===== src/rtl/spi_reg_pkg.sv =====
`default_nettype none
// +----------------------------------------------------------------------------+
// | spi_reg_pkg : shared FSM encoding and fixed register indices               |
// | Rev 1.0                                                                    |
// +----------------------------------------------------------------------------+
package spi_reg_pkg;

  typedef enum logic [1:0] {
    ST_IDLE  = 2'd0,
    ST_CMD   = 2'd1,
    ST_WDATA = 2'd2,
    ST_RDATA = 2'd3
  } state_t;

  localparam logic [6:0] c_REG_ID       = 7'd0;
  localparam logic [6:0] c_REG_STATUS   = 7'd1;
  localparam logic [6:0] c_REG_FIRST_RW = 7'd2;

endpackage
`default_nettype wire


===== src/rtl/spi_slave_phy.sv =====
`default_nettype none
// +----------------------------------------------------------------------------+
// | spi_slave_phy : SPI pin synchroniser, edge detect, byte shifter            |
// | Rev 1.0                                                                    |
// +----------------------------------------------------------------------------+
module spi_slave_phy #(
  parameter int CPOL = 0,
  parameter int CPHA = 0
) (
  input  logic       sys_clk,
  input  logic       sys_rst_n,
  input  logic       spi_sclk,
  input  logic       spi_cs_n,
  input  logic       spi_mosi,
  output logic       spi_miso,
  input  logic       tx_load,
  input  logic [7:0] tx_byte,
  output logic [7:0] rx_byte,
  output logic       byte_done,
  output logic       cs_fall,
  output logic       cs_rise,
  output logic       frame_abort
);

  localparam logic c_SCLK_IDLE   = (CPOL != 0);
  localparam logic c_SAMPLE_RISE = (CPOL == CPHA);

  logic [2:0] r_sclk_sync;
  logic [2:0] r_cs_sync;
  logic [1:0] r_mosi_sync;
  logic       r_in_frame;
  logic [2:0] r_bit_cnt;
  logic [6:0] r_rx_sr;
  logic [7:0] r_tx_sr;
  logic       r_miso;
  logic       r_abort;

  logic w_sclk_rise;
  logic w_sclk_fall;
  logic w_take;
  logic w_shift_take;

  assign w_sclk_rise  = r_sclk_sync[1] & ~r_sclk_sync[2];
  assign w_sclk_fall  = ~r_sclk_sync[1] & r_sclk_sync[2];
  assign w_take       = r_in_frame & (c_SAMPLE_RISE ? w_sclk_rise : w_sclk_fall);
  assign w_shift_take = r_in_frame & (c_SAMPLE_RISE ? w_sclk_fall : w_sclk_rise);

  assign cs_fall     = r_cs_sync[2] & ~r_cs_sync[1];
  assign cs_rise     = ~r_cs_sync[2] & r_cs_sync[1];
  assign byte_done   = w_take & (r_bit_cnt == 3'd7);
  assign rx_byte     = {r_rx_sr, r_mosi_sync[1]};
  assign spi_miso    = r_miso;
  assign frame_abort = r_abort;

  // CS chain resets to "selected" so a CS held low across reset yields no
  // falling edge; the bridge then waits for a fresh select.
  always_ff @(posedge sys_clk or negedge sys_rst_n) begin
    if (!sys_rst_n) begin
      r_sclk_sync <= {3{c_SCLK_IDLE}};
      r_cs_sync   <= 3'b000;
      r_mosi_sync <= 2'b00;
      r_in_frame  <= 1'b0;
      r_bit_cnt   <= 3'd0;
      r_rx_sr     <= 7'd0;
      r_tx_sr     <= 8'd0;
      r_miso      <= 1'b0;
      r_abort     <= 1'b0;
    end else begin
      r_sclk_sync <= {r_sclk_sync[1:0], spi_sclk};
      r_cs_sync   <= {r_cs_sync[1:0], spi_cs_n};
      r_mosi_sync <= {r_mosi_sync[0], spi_mosi};
      r_abort     <= cs_rise & r_in_frame & (r_bit_cnt != 3'd0) & ~byte_done;
      if (cs_fall || cs_rise) begin
        r_in_frame <= cs_fall;
        r_bit_cnt  <= 3'd0;
        r_tx_sr    <= 8'd0;
        r_miso     <= 1'b0;
      end else begin
        if (w_take) begin
          r_bit_cnt <= r_bit_cnt + 3'd1;
          r_rx_sr   <= {r_rx_sr[5:0], r_mosi_sync[1]};
        end
        if (tx_load) begin
          r_tx_sr <= tx_byte;
        end else if (w_shift_take) begin
          r_miso  <= r_tx_sr[7];
          r_tx_sr <= {r_tx_sr[6:0], 1'b0};
        end
      end
    end
  end

endmodule
`default_nettype wire


===== src/rtl/spi_reg_bridge.sv =====
`default_nettype none
// +----------------------------------------------------------------------------+
// | spi_reg_bridge : SPI slave to 8-bit register file with burst addressing    |
// | Rev 1.0                                                                    |
// +----------------------------------------------------------------------------+
module spi_reg_bridge
  import spi_reg_pkg::*;
#(
  parameter int         NUM_REGS  = 16,
  parameter logic [7:0] DEVICE_ID = 8'hA5,
  parameter int         CPOL      = 0,
  parameter int         CPHA      = 0
) (
  input  logic                  sys_clk,
  input  logic                  sys_rst_n,
  input  logic                  spi_sclk,
  input  logic                  spi_cs_n,
  input  logic                  spi_mosi,
  output logic                  spi_miso,
  input  logic [7:0]            status_in,
  output logic [NUM_REGS*8-1:0] regs_flat,
  output logic                  wr_stb,
  output logic [6:0]            wr_addr,
  output logic [7:0]            wr_data,
  output logic                  frame_abort
);

  localparam int         c_AW   = $clog2(NUM_REGS);
  localparam logic [7:0] c_NUM  = 8'(NUM_REGS);
  localparam logic [6:0] c_LAST = 7'(NUM_REGS - 1);

  state_t     r_state;
  logic [6:0] r_addr;
  logic [7:0] r_regs [NUM_REGS];
  logic       r_wr_stb;
  logic [6:0] r_wr_addr;
  logic [7:0] r_wr_data;
  logic       r_tx_load;
  logic [7:0] r_tx_byte;

  logic [7:0] w_rx_byte;
  logic       w_byte_done;
  logic       w_cs_fall;
  logic       w_cs_rise;
  logic [6:0] w_addr_next;
  logic       w_addr_writable;
  logic [6:0] w_rd_addr;
  logic [7:0] w_rd_data;

  spi_slave_phy #(
    .CPOL (CPOL),
    .CPHA (CPHA)
  ) u_phy (
    .sys_clk     (sys_clk),
    .sys_rst_n   (sys_rst_n),
    .spi_sclk    (spi_sclk),
    .spi_cs_n    (spi_cs_n),
    .spi_mosi    (spi_mosi),
    .spi_miso    (spi_miso),
    .tx_load     (r_tx_load),
    .tx_byte     (r_tx_byte),
    .rx_byte     (w_rx_byte),
    .byte_done   (w_byte_done),
    .cs_fall     (w_cs_fall),
    .cs_rise     (w_cs_rise),
    .frame_abort (frame_abort)
  );

  // Out-of-range addresses keep counting modulo 128 and stay ignored.
  assign w_addr_next     = (r_addr == c_LAST) ? 7'd0 : r_addr + 7'd1;
  assign w_addr_writable = (r_addr >= c_REG_FIRST_RW) && ({1'b0, r_addr} < c_NUM);
  assign w_rd_addr       = (r_state == ST_CMD) ? w_rx_byte[6:0] : w_addr_next;

  always_comb begin
    w_rd_data = 8'h00;
    if (w_rd_addr == c_REG_ID) begin
      w_rd_data = DEVICE_ID;
    end else if (w_rd_addr == c_REG_STATUS) begin
      w_rd_data = status_in;
    end else if ({1'b0, w_rd_addr} < c_NUM) begin
      w_rd_data = r_regs[w_rd_addr[c_AW-1:0]];
    end
  end

  always_ff @(posedge sys_clk or negedge sys_rst_n) begin
    if (!sys_rst_n) begin
      r_state   <= ST_IDLE;
      r_addr    <= 7'd0;
      r_wr_stb  <= 1'b0;
      r_wr_addr <= 7'd0;
      r_wr_data <= 8'd0;
      r_tx_load <= 1'b0;
      r_tx_byte <= 8'd0;
      for (int i = 0; i < NUM_REGS; i++) begin
        r_regs[i] <= 8'h00;
      end
    end else begin
      r_wr_stb  <= 1'b0;
      r_tx_load <= 1'b0;
      case (r_state)
        ST_IDLE: begin
          if (w_cs_fall) begin
            r_state <= ST_CMD;
          end
        end
        ST_CMD: begin
          if (w_byte_done) begin
            r_addr  <= w_rx_byte[6:0];
            r_state <= w_rx_byte[7] ? ST_RDATA : ST_WDATA;
            if (w_rx_byte[7] && !w_cs_rise) begin
              r_tx_load <= 1'b1;
              r_tx_byte <= w_rd_data;
            end
          end
        end
        ST_WDATA: begin
          if (w_byte_done) begin
            r_addr <= w_addr_next;
            if (w_addr_writable) begin
              r_regs[r_addr[c_AW-1:0]] <= w_rx_byte;
              r_wr_stb                 <= 1'b1;
              r_wr_addr                <= r_addr;
              r_wr_data                <= w_rx_byte;
            end
          end
        end
        ST_RDATA: begin
          if (w_byte_done) begin
            r_addr <= w_addr_next;
            if (!w_cs_rise) begin
              r_tx_load <= 1'b1;
              r_tx_byte <= w_rd_data;
            end
          end
        end
        default: r_state <= ST_IDLE;
      endcase
      // A byte completing on the deselect cycle is taken above before leaving.
      if (w_cs_rise) begin
        r_state <= ST_IDLE;
      end
    end
  end

  assign wr_stb  = r_wr_stb;
  assign wr_addr = r_wr_addr;
  assign wr_data = r_wr_data;

  assign regs_flat[7:0]  = DEVICE_ID;
  assign regs_flat[15:8] = status_in;
  for (genvar k = 2; k < NUM_REGS; k++) begin : g_regs_flat
    assign regs_flat[8*k +: 8] = r_regs[k];
  end

endmodule
`default_nettype wire


===== config.mk =====
export PLATFORM = sky130hd
export DESIGN_NAME = spi_reg_bridge
export DESIGN_NICKNAME = d
export VERILOG_FILES = /design/src/rtl/spi_reg_pkg.sv /design/src/rtl/spi_slave_phy.sv /design/src/rtl/spi_reg_bridge.sv
export SDC_FILE = /design/constraint.sdc
export NUM_CORES = 1
export LEC_CHECK = 0
export BUFFER_PORTS_ARGS = -buffer_cell sky130_fd_sc_hd__buf_2
export CAP_MARGIN = 20
export CORE_MARGIN = 2
export CORE_UTILIZATION = 41
export CTS_CLUSTER_DIAMETER = 30
export CTS_CLUSTER_SIZE = 8
export DETAILED_ROUTE_END_ITERATION = 16
export PLACE_DENSITY_LB_ADDON = 0.08
export SETUP_SLACK_MARGIN = 0.1
export SYNTH_ARGS = -nofsm -noshare
export SYNTH_HDL_FRONTEND = slang
export SYNTH_HIERARCHICAL = 1
export SYNTH_SLANG_ARGS = --single-unit

===== constraint.sdc =====
create_clock -name sys_clk -period 2.6 [get_ports sys_clk]
set_input_delay 0.52 -clock sys_clk [delete_from_list [all_inputs] [get_ports sys_clk]]
set_output_delay 0.52 -clock sys_clk [all_outputs]
set_load 0.01 [all_outputs]

==> results by group <==
Placed design
  – Post-DP HPWL: 20000 um
  – Gpl congestion: 0.894
  – Port bufs: 150

Routing
  – Post-route DRC: 0
  – Vias/cell: 5.27
  – Antenna-violating nets left: 0
  – Drt initial violations: 559
  – Total number of vias: 6565
  – TritonRoute pass-1 iters: 5
  – Avg WL per Cell: 22.6 um
  – DRT Wirelength: 28100 um

Logic synthesis
  – Syn Inst Count: 840
  – Async SR Flop Fraction: 100%
  – Flop and latch count out of synthesis: 183
  – Yosys warning count: 6
  – Post-synthesis cell type count: 69
  – Top_reg_cell synth: dfrtp_1
  – Syn avg cell area: 11.5 um^2
  – Sequential share of the synthesized area: 47.5%
  – Synthesized area: 9640 um^2
  – Number of synthesized flops with an enable pin: 0

Setup path
  – Slowest stage delay, CP: 0.52 ns
  – Crit path cell chain: ha_4, and4b_1, and3_4, nor2_8, mux4_2, a211o_1, a221o_1
  – CP startpoint kind: flop
  – Slowest stage cell, crit path: mux4_2
  – Critical path destination: r_tx_byte[1]
  – Data arrival, critical path: 2.78 ns
  – Worst setup EP type: flop
  – CP required: 2.92 ns
  – Crit Path Category: reg2reg
  – Crit Reg-Reg Endpoint: r_tx_byte[1]
  – Register-to-register setup slack: 0.14 ns
  – Worst R2R Path Depth: 7
  – Worst setup path startpoint: r_addr[0]
  – Worst r2r src: r_addr[0]
  – Crit Path Max Fanout: 7

GRT
  – Largest net degree at the start of global routing: 75
  – Global Route Usage Sum: 23.0%
  – GRT overflow: 0
  – Number of global-route vias before repair: 6641
  – Initial antenna violation count: 0
  – First-pass GRT wire length: 41400 um

Pwr
  – Int Pwr: 4.50 mW
  – Sw Share: 29.3%
  – Power share of the clock group: 40.7%
  – Max IR drop VDD: 0.414 mV
  – Pwr dens: 577 nW/um^2
  – LEAKAGE: 5.81 nW
  – Tot Pwr: 6.36 mW
  – Seq pwr share: 45.9%
  – Combinational share of power: 13.4%
  – Net Sw Power: 1.87 mW

Clock tree
  – Clock buffer depth: 2
  – CTS tree: built
  – Clk_lat worst skew: 0.44 ns
  – Worst-path clk slew: 0.07 ns
  – H-tree depth: 4
  – Clock sink count: 183
  – CTS root buf: clkbuf_16
  – Total CTS buffers: 17

STA
  – Finish-stage setup viols: 0
  – F_max: 406 MHz
  – TNS Setup: 0 ns
  – Tcrit/Tclk final: 94.7%
  – Skew final: 0.0167 ns
  – Final Hold Vio Count: 0
  – RSZ-0062 raised after global routing: true
  – Fin crit period: 2.46 ns
  – Hold slack: 0.186 ns
  – Slew Limit Fails: 0

Final layout
  – Layout cell share with drive strength beyond 1: 46.5%
  – Area added between synthesis and finish: 14.4%
  – Post-layout util: 47.4%
  – Post-layout nets: 936
  – # diodes: 0

Floorplan
  – Initial Util: 41.5%
  – # rows: 56
  – Chip width: 157 um
  – I/O pin count: 159
  – Core region area: 23300 um^2
  – Die ar.: 24800 um^2
  – DIE HEIGHT: 157 um

Hold path
  – Worst hold-check path type: in2reg

Run status
  – Outcome: completed

Run
  – Max-Cap Viols: 0
cell type report:
type,count,area [um^2]
flip-flops and latches,183,4580
clock buffers,18,429
clock inverters,14,154
inverters,15,60.1
multi-input cells,472,3910
fillers,2152,12200
well taps,319,399
repair buffers,225,1500
layout by cell type (no fill, tap or decap), types with 4 or more instances in the layout:
cell,instances
dfrtp_1,182
buf_2,149
mux2_2,129
nand2_1,94
buf_4,60
mux2i_1,34
o21ai_0,24
a21oi_1,23
clkbuf_16,19
nor2_1,17
inv_1,12
buf_12,11
nand3_1,10
mux4_2,9
conb_1,8
and2_1,7
nor3_1,7
ha_1,7
inv_8,7
mux2_4,7
a311oi_1,5
and3_1,4
and3b_1,4
a211oi_1,4
o22ai_1,4
flip-flops by register name (all words and copies together) (netlist names), 3 cells and up:
signal,count
r_tx_byte,8
u_phy/r_bit_cnt,3
r_addr,7
u_phy/r_tx_sr,8
u_phy/r_sclk_sync,3
u_phy/r_rx_sr,7
wr_data,8
wr_addr,7
u_phy/r_cs_sync,3
r_regs,8
regs_flat,112
per-layer routing:
layer  routed length (um)  part of all wire [%]  global-route usage (%)  vias up
met4                  474                   1.7                    6.49        0
met5                    0                     0                       0        -
li1                     -                     -                       -     2958
met1                12500                    44                    31.5     3371
met3                 1480                   5.2                    3.36       25
met2                13700                    49                    37.9      211
kinds of logic after synthesis:
logic type	Yosys count	share of synthesized area (%)
multiplexers	181	22.1
adder cells (fa/ha/maj)	9	1.17
other	2	0.0779
XOR/XNOR	4	0.363
AO/OA/AOI/OAI	105	7.45
flip-flops	183	47.5
AND/OR/NAND/NOR	165	7.98
buffers and inverters	191	13.4
critical path: cells and delay by family (launching register included):
kind	cells	cell delay [ns]
fa+ha+maj	1	0.19
simple gates	3	0.58
mux	1	0.52
flops	1	0.43
compound gates	2	0.63
power groups by stage:
stage	Combinational [mW]	Clock [mW]	Sequential [mW]
2_1_floorplan	0.474	0	2.95
3_3_place_gp	0.757	0	2.97
3_5_place_dp	0.764	0	2.97
4_1_cts	0.773	2.65	2.92
5_1_grt	0.910	2.76	2.93
6_report	0.853	2.59	2.92
worst min path at each step:
stage	end	depth (start not counted)	start	slack, ns
after global routing	u_phy/r_mosi_sync[0]	1	spi_mosi	0.18
after global placement	u_phy/r_mosi_sync[1]	0	u_phy/r_mosi_sync[0]	0.34
after floorplan	r_addr[0]	0	sys_rst_n	0.22
after CTS	u_phy/r_mosi_sync[0]	1	spi_mosi	0.18
after detailed placement	u_phy/r_cs_sync[1]	0	u_phy/r_cs_sync[0]	0.34
final	u_phy/r_mosi_sync[0]	1	spi_mosi	0.19
per-stage QoR:
stage | std cells | cell area (um^2) | setup slack (ns)
2_1_floorplan | 846 | 9670 | 0.122
4_1_cts | 1232 | 10800 | 0.0693
5_1_grt | 1246 | 11000 | 0.0536
6_report | 1246 | 11000 | 0.138
3_5_place_dp | 1198 | 10200 | 0.0665
3_3_place_gp | 1198 | 10200 | 0.0904
synth_stat cells (all sizes together) (2+ instances only):
library cell	instances	area (um^2)
nor2	18	83.8
buf	151	1140
a2bb2oi	3	26.3
a32oi	2	17.5
a311oi	5	43.8
and4b	2	20.0
xor2	2	17.5
or3	2	12.5
and3b	4	35.0
o22a	2	17.5
nand3	10	50.1
o21ai	25	125
a41o	2	20.0
and2	7	43.8
a221o	3	30.0
nor2b	3	21.3
mux2	136	1560
mux2i	36	373
ha	9	113
o221ai	3	26.3
a211o	2	17.5
a21oi	26	130
mux4	9	203
nor3	8	40.0
nand2	98	375
o41ai	2	25.0
a211oi	5	37.5
conb	2	7.51
o211ai	2	15.0
inv	14	52.6
o22ai	6	37.5
dfrtp	183	4580
o31ai	4	30.0
a221oi	2	17.5
nand4	2	12.5
and3	5	32.5
xnor2	2	17.5
clkbuf	25	95.1
what timing repair did:
action / in CTS / in global routing
cloned: 0 / 2
endpoints found under the hold margin: 16 / 0
resized for setup: 3 / 25
hold buffers: 1 / 0
endpoints found under the setup margin: 15 / 55
pin swaps: 1 / 6
buffers inserted: 1 / 12
(Power assumes the default switching activity.)
